## config.mk

```make
export PLATFORM = sky130hd
export DESIGN_NAME = pe_conv_controller
export DESIGN_NICKNAME = d
export VERILOG_FILES = /design/src/rtl/pe_conv_controller.sv
export SDC_FILE = /design/constraint.sdc
export NUM_CORES = 1
export LEC_CHECK = 0
export CAP_MARGIN = 10
export CELL_PAD_IN_SITES_DETAIL_PLACEMENT = 0
export CELL_PAD_IN_SITES_GLOBAL_PLACEMENT = 1
export CORE_UTILIZATION = 45
export CTS_CLUSTER_DIAMETER = 50
export DETAILED_ROUTE_END_ITERATION = 8
export MAX_ROUTING_LAYER = met4
export PLACE_DENSITY_LB_ADDON = 0.1
export SETUP_SLACK_MARGIN = 0.4
export SLEW_MARGIN = 15
export SYNTH_ARGS = -nofsm -noshare
export SYNTH_HDL_FRONTEND = slang
export SYNTH_SLANG_ARGS = --single-unit
```

## constraint.sdc

```tcl
create_clock -name clk -period 5.9 [get_ports clk]
set_input_delay 0.59 -clock clk [delete_from_list [all_inputs] [get_ports clk]]
set_output_delay 0.59 -clock clk [all_outputs]
set_load 0.03 [all_outputs]
```

## src/rtl/pe_conv_controller.sv

```systemverilog
// Sequences one processing element through a 3x3 convolution as three
// kernel-row passes: load the row weight, stream image/psum reads, and
// retire PE results into the psum BRAM through a fixed-latency write pipe.
module pe_conv_controller #(
    parameter int OUT_W  = 4,
    parameter int OUT_H  = 3,
    parameter int PE_LAT = 2,
    parameter int ADDR_W = 10
) (
    input  logic              clk,
    input  logic              rst,
    input  logic              start,
    input  logic [4:0]        exp_bias_cfg,
    output logic              busy,
    output logic              done,
    output logic [4:0]        exp_bias,
    output logic              wgt_en,
    output logic [1:0]        wgt_addr,
    output logic              img_en,
    output logic [ADDR_W-1:0] img_addr,
    output logic              psum_ren,
    output logic [ADDR_W-1:0] psum_raddr,
    output logic              psum_zero,
    output logic              psum_we,
    output logic [ADDR_W-1:0] psum_waddr
);

    typedef enum logic [2:0] {
        S_IDLE,
        S_WLOAD,
        S_RUN,
        S_DRAIN,
        S_DONE
    } state_t;

    // Write pipe depth: one BRAM read cycle plus the PE latency.
    localparam int DL = 1 + PE_LAT;
    localparam int CW = (OUT_W > 1) ? $clog2(OUT_W) : 1;
    localparam int RW = (OUT_H > 1) ? $clog2(OUT_H) : 1;
    localparam logic [ADDR_W-1:0] ROW_STEP = ADDR_W'(OUT_W);
    localparam logic [CW-1:0] COL_LAST = CW'(OUT_W - 1);
    localparam logic [RW-1:0] ROW_LAST = RW'(OUT_H - 1);
    // Every pipe stage except the one being written this cycle.
    localparam logic [DL-1:0] PEND_MASK = {DL{1'b1}} >> 1;

    state_t            state_reg, state_next;
    logic [1:0]        k_reg;
    logic [CW-1:0]     ocol_reg;
    logic [RW-1:0]     orow_reg;
    logic [ADDR_W-1:0] img_base_reg;
    logic [ADDR_W-1:0] psum_base_reg;
    logic [ADDR_W-1:0] kbase_reg;
    logic [4:0]        exp_bias_reg;
    logic              zero_reg;
    logic [DL-1:0]     dl_v_reg;
    logic [ADDR_W-1:0] dl_a_reg [DL];

    logic              accept;
    logic              issue;
    logic              last_issue;
    logic              drain_done;
    logic              next_pass;
    logic [ADDR_W-1:0] issue_raddr;

    assign accept      = (state_reg == S_IDLE) && start;
    assign issue       = (state_reg == S_RUN);
    assign last_issue  = issue && (ocol_reg == COL_LAST) && (orow_reg == ROW_LAST);
    assign drain_done  = (dl_v_reg & PEND_MASK) == '0;
    assign next_pass   = (state_reg == S_DRAIN) && drain_done && (k_reg != 2'd2);
    assign issue_raddr = psum_base_reg + ADDR_W'(ocol_reg);

    // State register.
    always_ff @(posedge clk or posedge rst) begin
        if (rst) state_reg <= S_IDLE;
        else     state_reg <= state_next;
    end

    // Next-state logic.
    always_comb begin
        state_next = state_reg;
        case (state_reg)
            S_IDLE:  if (start) state_next = S_WLOAD;
            S_WLOAD: state_next = S_RUN;
            S_RUN:   if (last_issue) state_next = S_DRAIN;
            S_DRAIN: if (drain_done) state_next = (k_reg == 2'd2) ? S_DONE : S_WLOAD;
            S_DONE:  state_next = S_IDLE;
            default: state_next = S_IDLE;
        endcase
    end

    // Pass/row/column counters and incremental address bases (no multiplier).
    always_ff @(posedge clk or posedge rst) begin
        if (rst) begin
            k_reg         <= '0;
            ocol_reg      <= '0;
            orow_reg      <= '0;
            img_base_reg  <= '0;
            psum_base_reg <= '0;
            kbase_reg     <= '0;
            exp_bias_reg  <= '0;
        end else if (accept) begin
            k_reg         <= '0;
            ocol_reg      <= '0;
            orow_reg      <= '0;
            img_base_reg  <= '0;
            psum_base_reg <= '0;
            kbase_reg     <= '0;
            exp_bias_reg  <= exp_bias_cfg;
        end else if (issue) begin
            if (ocol_reg == COL_LAST) begin
                ocol_reg      <= '0;
                orow_reg      <= orow_reg + 1'b1;
                img_base_reg  <= img_base_reg + ROW_STEP;
                psum_base_reg <= psum_base_reg + ROW_STEP;
            end else begin
                ocol_reg <= ocol_reg + 1'b1;
            end
        end else if (next_pass) begin
            k_reg         <= k_reg + 1'b1;
            ocol_reg      <= '0;
            orow_reg      <= '0;
            psum_base_reg <= '0;
            kbase_reg     <= kbase_reg + ROW_STEP;
            img_base_reg  <= kbase_reg + ROW_STEP;
        end
    end

    // Zero-psum flag lines up with BRAM data, one cycle after the pass-0 issue.
    always_ff @(posedge clk or posedge rst) begin
        if (rst) zero_reg <= 1'b0;
        else     zero_reg <= issue && (k_reg == 2'd0);
    end

    // Write pipe stage 0 captures the issue; address is zero when no issue.
    always_ff @(posedge clk or posedge rst) begin
        if (rst) begin
            dl_v_reg[0] <= 1'b0;
            dl_a_reg[0] <= '0;
        end else begin
            dl_v_reg[0] <= issue;
            dl_a_reg[0] <= issue ? issue_raddr : '0;
        end
    end

    generate
        for (genvar gi = 1; gi < DL; gi++) begin : g_dl
            // Write pipe stage gi shifts the previous stage forward.
            always_ff @(posedge clk or posedge rst) begin
                if (rst) begin
                    dl_v_reg[gi] <= 1'b0;
                    dl_a_reg[gi] <= '0;
                end else begin
                    dl_v_reg[gi] <= dl_v_reg[gi-1];
                    dl_a_reg[gi] <= dl_a_reg[gi-1];
                end
            end
        end
    endgenerate

    // Outputs decoded from state; addresses are zero outside their enables.
    always_comb begin
        busy       = (state_reg != S_IDLE);
        done       = (state_reg == S_DONE);
        exp_bias   = exp_bias_reg;
        wgt_en     = (state_reg == S_WLOAD);
        wgt_addr   = wgt_en ? k_reg : 2'd0;
        img_en     = issue;
        img_addr   = issue ? (img_base_reg + ADDR_W'(ocol_reg)) : '0;
        psum_ren   = issue;
        psum_raddr = issue ? issue_raddr : '0;
        psum_zero  = zero_reg;
        psum_we    = dl_v_reg[DL-1];
        psum_waddr = dl_a_reg[DL-1];
    end

endmodule

```

Word level (Yosys, flattened, before mapping):

Index checks and enable logic that the tools add are counted.

* register bits: 78
* bits of input ports: 8

* add/subtract/negate cells: 8
* equality and inequality tests: 13
* muxes and demuxes: 28
* reduce and logical (&&, ||, !) cells: 15

Operators by type and width (number)
* $mux W10: 12
* $add A10 B3 Y10 const B: 3
* $mux W2: 11
* $add A10 B2 Y10: 2
* $mux W3: 4
* $pmux W3 S4: 1
* $ne A2 B2 Y1 const B: 4
* $add A2 B1 Y2 const B: 3
* $eq A2 B2 Y1 const B: 3
* $eq A3 B2 Y1 const B: 2
* $logic_and A1 B1 Y1: 6
* $logic_not A3 Y1: 2
* $reduce_bool A3 Y1: 2
* $reduce_and A2 Y1: 2
* $eq A3 B1 Y1 const B: 1
* $eq A3 B3 Y1 const B: 1
* $ne A3 B2 Y1 const B: 1
* $reduce_and A3 Y1: 1
* $logic_not A2 Y1: 1
* $ne A2 B1 Y1 const B: 1
* $reduce_bool A2 Y1: 1

Longest topological paths before layout:

* word-level depth: 6
* gate-level depth with buffers: 7
* gate-level depth less buffers: 6

Least setup slack after synthesis:

No wires, ideal clock.

* kind: reg2out
* start: reg img_base_reg[0]
* end: out img_addr[8]
* data arrival time: 1.783 ns
* data required time: 5.310 ns
* setup slack: 3.527 ns
* cell stages (with the launch flop): 6
* path buffers: 0
* cells stage by stage: dfrtp_1 -> ha_1 -> fa_1 -> nand4_1 -> or3_1 -> a21oi_1

* word-level cells in the longest chain between the ends: 2

RTL lines
* start: declaration: RTL line 50 `logic [ADDR_W-1:0] img_base_reg;`
* start signal: assignment: RTL line 113 `img_base_reg <= img_base_reg + ROW_STEP;`
* start signal: assignment: RTL line 124 `img_base_reg <= kbase_reg + ROW_STEP;`
* $add A10 B2 Y10: RTL line 168 `img_addr = issue ? (img_base_reg + ADDR_W'(ocol_reg)) : '0;`
* $mux W10: RTL line 168
* end: declaration: RTL line 20 `output logic [ADDR_W-1:0] img_addr,`

Every way passes these cells.

Final worst setup path:

* start: reg state_reg[1]
* end: out psum_raddr[5]

* word-level cells in the longest chain between the ends: 2

RTL lines
* start: declaration: RTL line 46 `state_t state_reg, state_next;`
* start signal: assignment: RTL line 75 `else state_reg <= state_next;`
* $eq A3 B2 Y1: RTL line 66 `assign issue = (state_reg == S_RUN);`
* $mux W10: RTL line 170 `psum_raddr = issue ? issue_raddr : '0;`
* end: declaration: RTL line 22 `output logic [ADDR_W-1:0] psum_raddr,`

Every way passes these cells.

==> summary.txt <==
Run status
  • Outcome: finished clean

Global route
  • Total track usage: 19.3%
  • Antenna violations before repair: 0
  • Vias in the first global route: ~2.2k
  • First-pass GRT wire length: between 10,000 and 15,000 µm
  • Gr ovfl total: 0
  • Largest net degree at the start of global routing: 74

Placement
  • Post-Place Cells: 423
  • Post-DP HPWL: 4190 µm
  • Number of I/O port buffers: 51
  • Final Wtd Congestion: about 0.74

Routing
  • Final WL: 6210 µm
  • Drt drc: 0
  • Post-DR vias/cell: 5.06
  • Wire per inst: around 14 µm
  • First-pass detailed-route iteration total: 4
  • DRT iter0 DRCs: between 100 and 150
  • Routed Antenna Nets: 0
  • Total number of vias: 2,220

Floorplan
  • Die area: 7610 µm²
  • # IOs: 52
  • DIE HEIGHT: between 80 and 90 µm
  • Core area: 6910 µm²
  • Row Count: 30
  • Chip Width: 87.2 µm
  • Initial Utilization: 47.3%

Critical path
  • Top delay family on crit path: buffers and inverters
  • Crit path largest cell delay: between 0.6 and 0.7 ns
  • CP arrival: 3.12 ns
  • CP endpoint kind: primary output
  • Critical path type: reg -> out
  • Buf/Inv on CP: 2
  • Worst-path cell chain: or3b_1, inv_1, and2_1, clkdlybuf4s50_1
  • Critical Path Start Type: register
  • WP data required: 5.31 ns
  • CP max stage cell: or3b_1
  • CP max FO: 21

CTS
  • CTS resizes: 0
  • H-tree depth: 3
  • # hold bufs at CTS: 0
  • CTS tree: done
  • CTS clk-pin slew, worst paths: 0.08 ns
  • Clock Latency Late Sink: 0.34 ns
  • Clock Path Buffers: 2
  • Post-CTS setup repair buffer count: 0
  • Clock Sinks: 73
  • CTS Buf Count: 9
  • Clk root buf: clkbuf_8

Logic synthesis
  • Ys async rst share: 100%
  • Post-Synthesis Cells: a little under 300
  • Yosys warnings: 0
  • Register area share after synthesis: 55.9%
  • Synthesized flop and latch total: 73
  • Synth Flop Type: dfrtp_1
  • Post-synth EDFFs: 0
  • Mean area per synthesized cell: 11.1 µm²
  • Library cells used by synthesis: 49
  • Syn Std Cell Area: 3270 µm²
  • Post-synth net total: 312

STA
  • Fin. Hold Viols: 0
  • Relative slew slack: 40.4%
  • Worst Tran Pin Value: roughly 0.89 ns
  • Max-slew violations: 0
  • Max Fclk: 269 MHz
  • RSZ-0062 raised after global routing: false
  • Tcrit/Tclk final: around 63%
  • Setup violators final: 0
  • Setup TNS Final: 0 ns
  • Skew final: 0.00766 ns
  • Final Critical Period: about 3.7 ns

Final layout
  • Final net count: about 360
  • Non-filler cells, final: 439
  • Layout area overhead: 21.7%
  • Commonest cells after routing, fill and taps aside: dfrtp_1 (73), clkdlybuf4s50_1 (51), nand2_1 (35)
  • Antenna diodes: 0
  • Share of layout cells above drive strength 1: a little under a tenth
  • Max FFs per register: 20
  • Most common library cell in the layout ignoring fill and taps: dfrtp_1

Hold path
  • Min-Delay Path Class: reg -> reg

Flow run
  • Max-cap check violation count: 0

Pwr
  • PD cells: 446 nW/µm²
  • Maximum VDD drop: 253 µV
  • Power Total: 1.78 mW
  • LEAKAGE: between 1.5 and 2 nW
==> synthesized netlist by cell type, types with 2 or more instances <==
cell type / n / area share (%)
inv_1: 8 / 0.92
nor3b_1: 2 / 0.46
ha_1: 9 / 3.4
or2_2: 2 / 0.38
nand2_1: 35 / 4.0
clkbuf_1: 3 / 0.34
xnor2_1: 6 / 1.6
buf_2: 6 / 0.92
nand3_1: 7 / 1.1
nor2_1: 16 / 1.8
and2_1: 16 / 3.1
and3_1: 4 / 0.77
a21o_1: 4 / 0.92
xor2_1: 7 / 1.9
a21oi_1: 9 / 1.4
nor2b_1: 2 / 0.38
o21ai_0: 14 / 2.1
mux2_2: 2 / 0.69
nor4_1: 3 / 0.57
dfrtp_1: 73 / 56
or3_1: 7 / 1.3
or3b_1: 2 / 0.54
o211ai_1: 3 / 0.69
a211oi_1: 2 / 0.46
nor3_1: 7 / 1.1
nand4_1: 6 / 1.1
o31ai_1: 4 / 0.92
buf_4: 12 / 2.8
a211o_1: 3 / 0.80
==> logic make-up (layout without fill, tap and decap cells) <==
family / Yosys count / count (layout) / synth area share (%)
DFF: 73 / 73 / 55.9
buffers and inverters: 29 / 78 / 4.94
AOI/OAI and AO/OA: 48 / 48 / 9.91
xor gates and xnor gates: 13 / 13 / 3.48
adders and majority gates: 10 / 10 / 4.06
muxes: 4 / 4 / 1.68
and+or+nand+nor: 117 / 117 / 20.1
==> stage by stage <==
step,setup slack (ns),hold slack [ns],cell area (µm²),util (%)
final,2.19,0.351,3980,57.6
after floorplan,3.46,0.331,3270,-
after global routing,1.95,0.358,3980,57.6
after global placement,2.63,0.331,3790,54.9
after CTS,2.17,0.347,3980,57.6
after detailed placement,2.58,0.335,3790,54.9
==> area by class of cell <==
class | instances | area [µm²]
Fill cell | 608 | 2930
Tap cell | 96 | 120
Clock buffer | 10 | 138
Inverter | 8 | 30.0
Timing Repair Buffer | 54 | 533
Multi-Input combinational cell | 192 | 1280
Sequential cell | 73 | 1830
Clock inverter | 6 | 51.3
==> report_power, final <==
part	internal, mW	total, mW	leakage [nW]	switching, mW
clock	0.169	0.362	0.0935	0.193
sequential	0.610	0.715	0.982	0.106
combinational	0.283	0.699	0.718	0.416
total	1.06	1.78	1.79	0.715
==> worst paths after layout <==
kind / from / end / slack [ns] / cells after the start
max in group asynchronous: rst / exp_bias[4] / 4.49 / 3
setup reg to reg: state_reg[1] / img_base_reg[8] / 3.40 / 4
min in group asynchronous: rst / psum_waddr[7] / 0.83 / 3
hold / removal: dl_a_reg[19] / psum_waddr[9] / 0.35 / 0
hold reg to reg: dl_a_reg[19] / psum_waddr[9] / 0.35 / 0
setup / recovery: state_reg[1] / psum_raddr[5] / 2.19 / 4
==> routing by layer <==
layer / vias up / global-route usage, % / share of wire [%]
met5: - / - / 0
met4: 0 / 6.11 / 0.82
met3: 7 / 6.64 / 4.0
met2: 49 / 27.6 / 46
met1: 1064 / 25.9 / 49
li1: 1100 / - / -
No activity file was read; power rests on OpenSTA's default activity.
